<file path="src/rtl/word_loader_pkg.sv">
// Types and constants shared by the word loader and the matcher that consumes its SRAM.
package word_loader_pkg;

  typedef enum logic [1:0] {
    IDLE,
    LOAD,
    TERM,
    HOLD
  } loader_state_e;

  localparam int unsigned NULL_CHAR = 0;

endpackage

</file>
<file path="src/rtl/word_loader.sv">
// Streams characters into an external word SRAM, null-terminates the word and
// holds it resident until the matcher acknowledges it.
module word_loader
  import word_loader_pkg::*;
#(
  parameter int unsigned ADDR_WIDTH = 4,
  parameter int unsigned DATA_WIDTH = 8
) (
  input  logic                  clk,
  input  logic                  rst,
  input  logic                  in_valid,
  input  logic [DATA_WIDTH-1:0] in_data,
  input  logic                  in_last,
  output logic                  in_ready,
  output logic                  wr_en,
  output logic [ADDR_WIDTH-1:0] wr_addr,
  output logic [DATA_WIDTH-1:0] wr_data,
  output logic                  word_valid,
  input  logic                  word_ack,
  output logic [ADDR_WIDTH-1:0] word_len,
  output logic                  trunc_err
);

  // Last address is reserved for the terminator.
  localparam logic [ADDR_WIDTH-1:0] PtrMax = '1;

  loader_state_e         state_q;
  logic [ADDR_WIDTH-1:0] ptr_q;

  logic accept;
  logic is_null;
  logic full;

  always_comb begin
    in_ready = !rst && ((state_q == IDLE) || (state_q == LOAD));
    accept   = in_valid && in_ready;
    is_null  = (in_data == DATA_WIDTH'(NULL_CHAR));
    full     = (ptr_q == PtrMax);
    wr_en    = 1'b0;
    wr_addr  = '0;
    wr_data  = '0;
    if (!rst) begin
      if (state_q == TERM) begin
        wr_en   = 1'b1;
        wr_addr = ptr_q;
        wr_data = DATA_WIDTH'(NULL_CHAR);
      end else if (accept && !is_null && !full) begin
        // ptr_q is always 0 in IDLE, so this also covers the first character.
        wr_en   = 1'b1;
        wr_addr = ptr_q;
        wr_data = in_data;
      end
    end
  end

  always_ff @(posedge clk) begin
    if (rst) begin
      state_q    <= IDLE;
      ptr_q      <= '0;
      word_valid <= 1'b0;
      word_len   <= '0;
      trunc_err  <= 1'b0;
    end else begin
      unique case (state_q)
        IDLE, LOAD: begin
          if (accept) begin
            if (is_null) begin
              state_q <= TERM;
            end else begin
              if (full) begin
                trunc_err <= 1'b1;
              end else begin
                ptr_q <= ptr_q + 1'b1;
              end
              state_q <= in_last ? TERM : LOAD;
            end
          end
        end
        TERM: begin
          word_len   <= ptr_q;
          word_valid <= 1'b1;
          state_q    <= HOLD;
        end
        HOLD: begin
          if (word_ack) begin
            state_q    <= IDLE;
            ptr_q      <= '0;
            word_valid <= 1'b0;
            trunc_err  <= 1'b0;
          end
        end
        default: state_q <= IDLE;
      endcase
    end
  end

endmodule
</file>
<file path="config.mk">
export PLATFORM = sky130hd
export DESIGN_NAME = word_loader
export DESIGN_NICKNAME = d
export VERILOG_FILES = /design/src/rtl/word_loader_pkg.sv /design/src/rtl/word_loader.sv
export SDC_FILE = /design/constraint.sdc
export NUM_CORES = 1
export LEC_CHECK = 0
export ABC_AREA = 1
export BUFFER_PORTS_ARGS = -buffer_cell sky130_fd_sc_hd__buf_2
export CAP_MARGIN = 25
export CORE_MARGIN = 5
export CORE_UTILIZATION = 50
export CTS_BUF_LIST = sky130_fd_sc_hd__clkbuf_2 sky130_fd_sc_hd__clkbuf_4 sky130_fd_sc_hd__clkbuf_8
export DETAILED_ROUTE_END_ITERATION = 6
export PLACE_DENSITY = 0.86
export SETUP_SLACK_MARGIN = 0.2
export SLEW_MARGIN = 10
export SYNTH_ARGS = -nofsm -noshare
export SYNTH_HDL_FRONTEND = slang
export SYNTH_SLANG_ARGS = --single-unit
</file>
<file path="constraint.sdc">
create_clock -name clk -period 2.7 [get_ports clk]
set_input_delay 0 -clock clk [delete_from_list [all_inputs] [get_ports clk]]
set_output_delay 0 -clock clk [all_outputs]
set_load 0.02 [all_outputs]
</file>
==> run_results.csv <==
group,metric,value,unit
grt,use_met2,31.8,%
grt,grt_use_met1,14.8,%
power,power_density,456,mW/mm²
synth,synthFlopType,"dfxtp_1",
sta,final.min_clock_period,1.62,ns
clocking,cts.sinks,12,
floorplan,rows,13,
route,postRouteAntennaNets,0,
sta,max_freq,616,MHz
grt,grt_max_degree,11,
run_status,outcome,"completed",
run,drv_cap,0,
power,total_power,441,µW
sta,hold_viol,0,
synth,synth_area_leaders,"dfxtp_1 33%, nor2_1 11%, nand2_1 10%",
synth,yosys-mux-area-fraction,0,%
synth,postSynthAreaPerCell,6.48,µm²
clocking,cts_setup_buffers,0,
worst_setup_path,critPathKind,"reg -> out",
final_layout,syn_to_final_growth,32.1,%
sta,worst_slew_pin_slew,0.314,ns
place,hpwlAfterDp,1.44,mm
route,drc,0,
grt,grt_most_used_layer,"met2",
synth,ys_top_cells_by_count,"21 x nor2_1, 20 x nand2_1, 17 x inv_1",
grt,grt_use_met3,3.69,%
place,port-buffer-count,32,
sta,setup_viol,0,
worst_setup_path,reg2reg_slack,1.35,ns
grt,grtUsageTotal,16.7,%
floorplan,ios,33,
synth,netlist.area_leader.share,32.8,%
synth,ys_ff_latch,12,
route,drtIter0Drc,5,
place,dp_cells,160,
worst_setup_path,critPathMaxFanout,10,
synth,yosysMostFrequentCell,"nor2_1",
power,vdd_drop_max,0.335,mV
clocking,cts_root_buf,"clkbuf_4",
grt,grt_pass1_vias,681,
route,dr.pass1.iters,4,
synth,synth_top_area_cell,"dfxtp_1",
power,p_leak,0.000527,µW
final_layout,antenna_cells,0,
worst_hold_path,hold_path_end,"word_valid",
final_layout,drive_gt1_share,35.8,%
synth,synth_fa_ha_area_share,1.71,%
synth,syn_area,732,µm²
sta,slew_headroom,78.9,%
route,avgRoutedWirePerCell,11.4,µm
synth,syn_inst,113,
route,via_per_inst,5.04,
final_layout,stdcell_count,166,
clocking,cts_resized,0,
floorplan,start_util,54.2,%
synth,synth_top_family_by_area,"simple AND/OR/NAND/NOR gates",
worst_hold_path,hold_path_class,"in -> reg",
synth,seq_area_frac_synth,32.8,%
synth,synth-xor-area-share,0,%
clocking,cts_tree,"done",
worst_setup_path,rr_worst_depth,8,
clocking,path_clk_slew,0.07,ns
final_layout,fillers,125,
worst_setup_path,crit_arrival,1.62,ns
worst_hold_path,hp-start,"word_ack",
clocking,h-tree-depth,1,
place,post-place-ws,1.39,ns
sta,setup_ws,1.08,ns
synth,ys_async_sr_fraction,0,%
sta,rsz0062_at_grt,"no",
synth,synth_nets,127,
grt,grt_pass1_wl,2.59,mm
floorplan,core,0.00135,mm²
worst_setup_path,crit_required,2.70,ns
final_layout,fin_nets,166,
sta,finClkSkew,0.00187,ns
synth,synth.distinct_cells,22,
clocking,clk_latency,0.28,ns
worst_setup_path,critPathCaptureType,"primary output",
place,gp_congestion,0.861,
route,vias,836,
worst_setup_path,regToRegEndpoint,"ptr_q[3]",
synth,synth-simple-area-share,42.2,%
synth,synth_compound_area_share,12.0,%
synth,synth_edf_count,0,
worst_hold_path,holdPathStages,4,
floorplan,dieArea,0.00233,mm²
worst_setup_path,start_kind,"flip-flop",
worst_setup_path,reg2reg_from,"ptr_q[1]",
sta,slew_violations,0,
clocking,clockBufferDepth,2,
synth,yosysWarningCount,0,
sta,setup_tns,0,ns
clocking,cts_made_buffers,3,
sta,period_share,60.1,%
floorplan,die_w,48.3,µm
route,drt_wl_total,1.90,mm
floorplan,die_h,48.3,µm
grt,grt_overflow_total,0,
grt,antenna_found_initial,0,
critical path, stage by stage, from the launching register on:
cell and delay, ns:
dfxtp_1 0.41, ha_1 0.22, nand3_1 0.15, nand3_4 0.18, nand2_2 0.08, nand2_4 0.10
nor2_2 0.05, buf_2 0.15
stage by stage:
stage / hold slack, ns / utilization (%) / area, µm²
after detailed placement: 0.270 / 67.5 / 911
final: 0.0669 / 71.6 / 967
after global placement: 0.262 / 67.5 / 911
after global routing: 0.103 / 71.6 / 967
after floorplan: 0.0691 / - / 732
after CTS: 0.00744 / 70.9 / 957
power breakdown:
group          internal [µW]  switching (µW)
combinational           36.8            64.9
clock                   82.1            61.2
sequential               187            9.04
sequential cells by signal (all words and copies together), names as in the netlist:
register and cells:
word_len 4, ptr_q 4, state_q 2, trunc_err 1, word_valid 1
layout by cell type (no fill, tap or decap), types with 2 or more instances in the layout:
master         Yosys  final
dfxtp_1           12     12
nor2_2             5      5
inv_2              3      3
inv_1             17     17
nor2_1            21     21
nand4_1            3      3
nor3_1             2      2
a21oi_1            8      8
nand2_1           20     20
dlygate4sd3_1      0      2
nand3_1            2      2
o21ai_0            5      5
clkinv_1           2      2
buf_2              0     32
nand2_2            4      4
clkbuf_4           0      3
repair_timing:
action	4_1_cts	5_1_grt
endpoints found under the setup margin	0	0
hold endpoints to repair	1	1
hold buffers	1	1
worst max path at each step:
stage	to	start
after global placement	ptr_q[3]	ptr_q[0]
after floorplan	ptr_q[3]	ptr_q[0]
after CTS	wr_addr[1]	ptr_q[1]
final	wr_addr[1]	ptr_q[1]
after detailed placement	ptr_q[0]	ptr_q[1]
after global routing	wr_addr[3]	ptr_q[1]
metal layers:
| metal | vias to the layer above | routed length (µm) |
|---|---|---|
| met3 | 8 | 201 |
| li1 | 427 | - |
| met2 | 41 | 928 |
| met1 | 360 | 706 |
| met5 | - | 0 |
| met4 | 0 | 61 |
layout make-up:
type,instances,area [µm²],share of cell area [%]
multi-input combinational,79,409,42.3
tap,15,18.8,1.94
timing repair buffer,34,180,18.6
clock buffer,4,36.3,3.75
sequential,12,240,24.8
inverter,22,82.6,8.54
cells by family (layout without fill, tap and decap cells):
family | count (synthesis) | count (layout)
buf+inv | 22 | 60
simple gates | 62 | 62
flops | 12 | 12
compound gates | 16 | 16
fa+ha+maj | 1 | 1
Power figures use the tool's default switching activity.
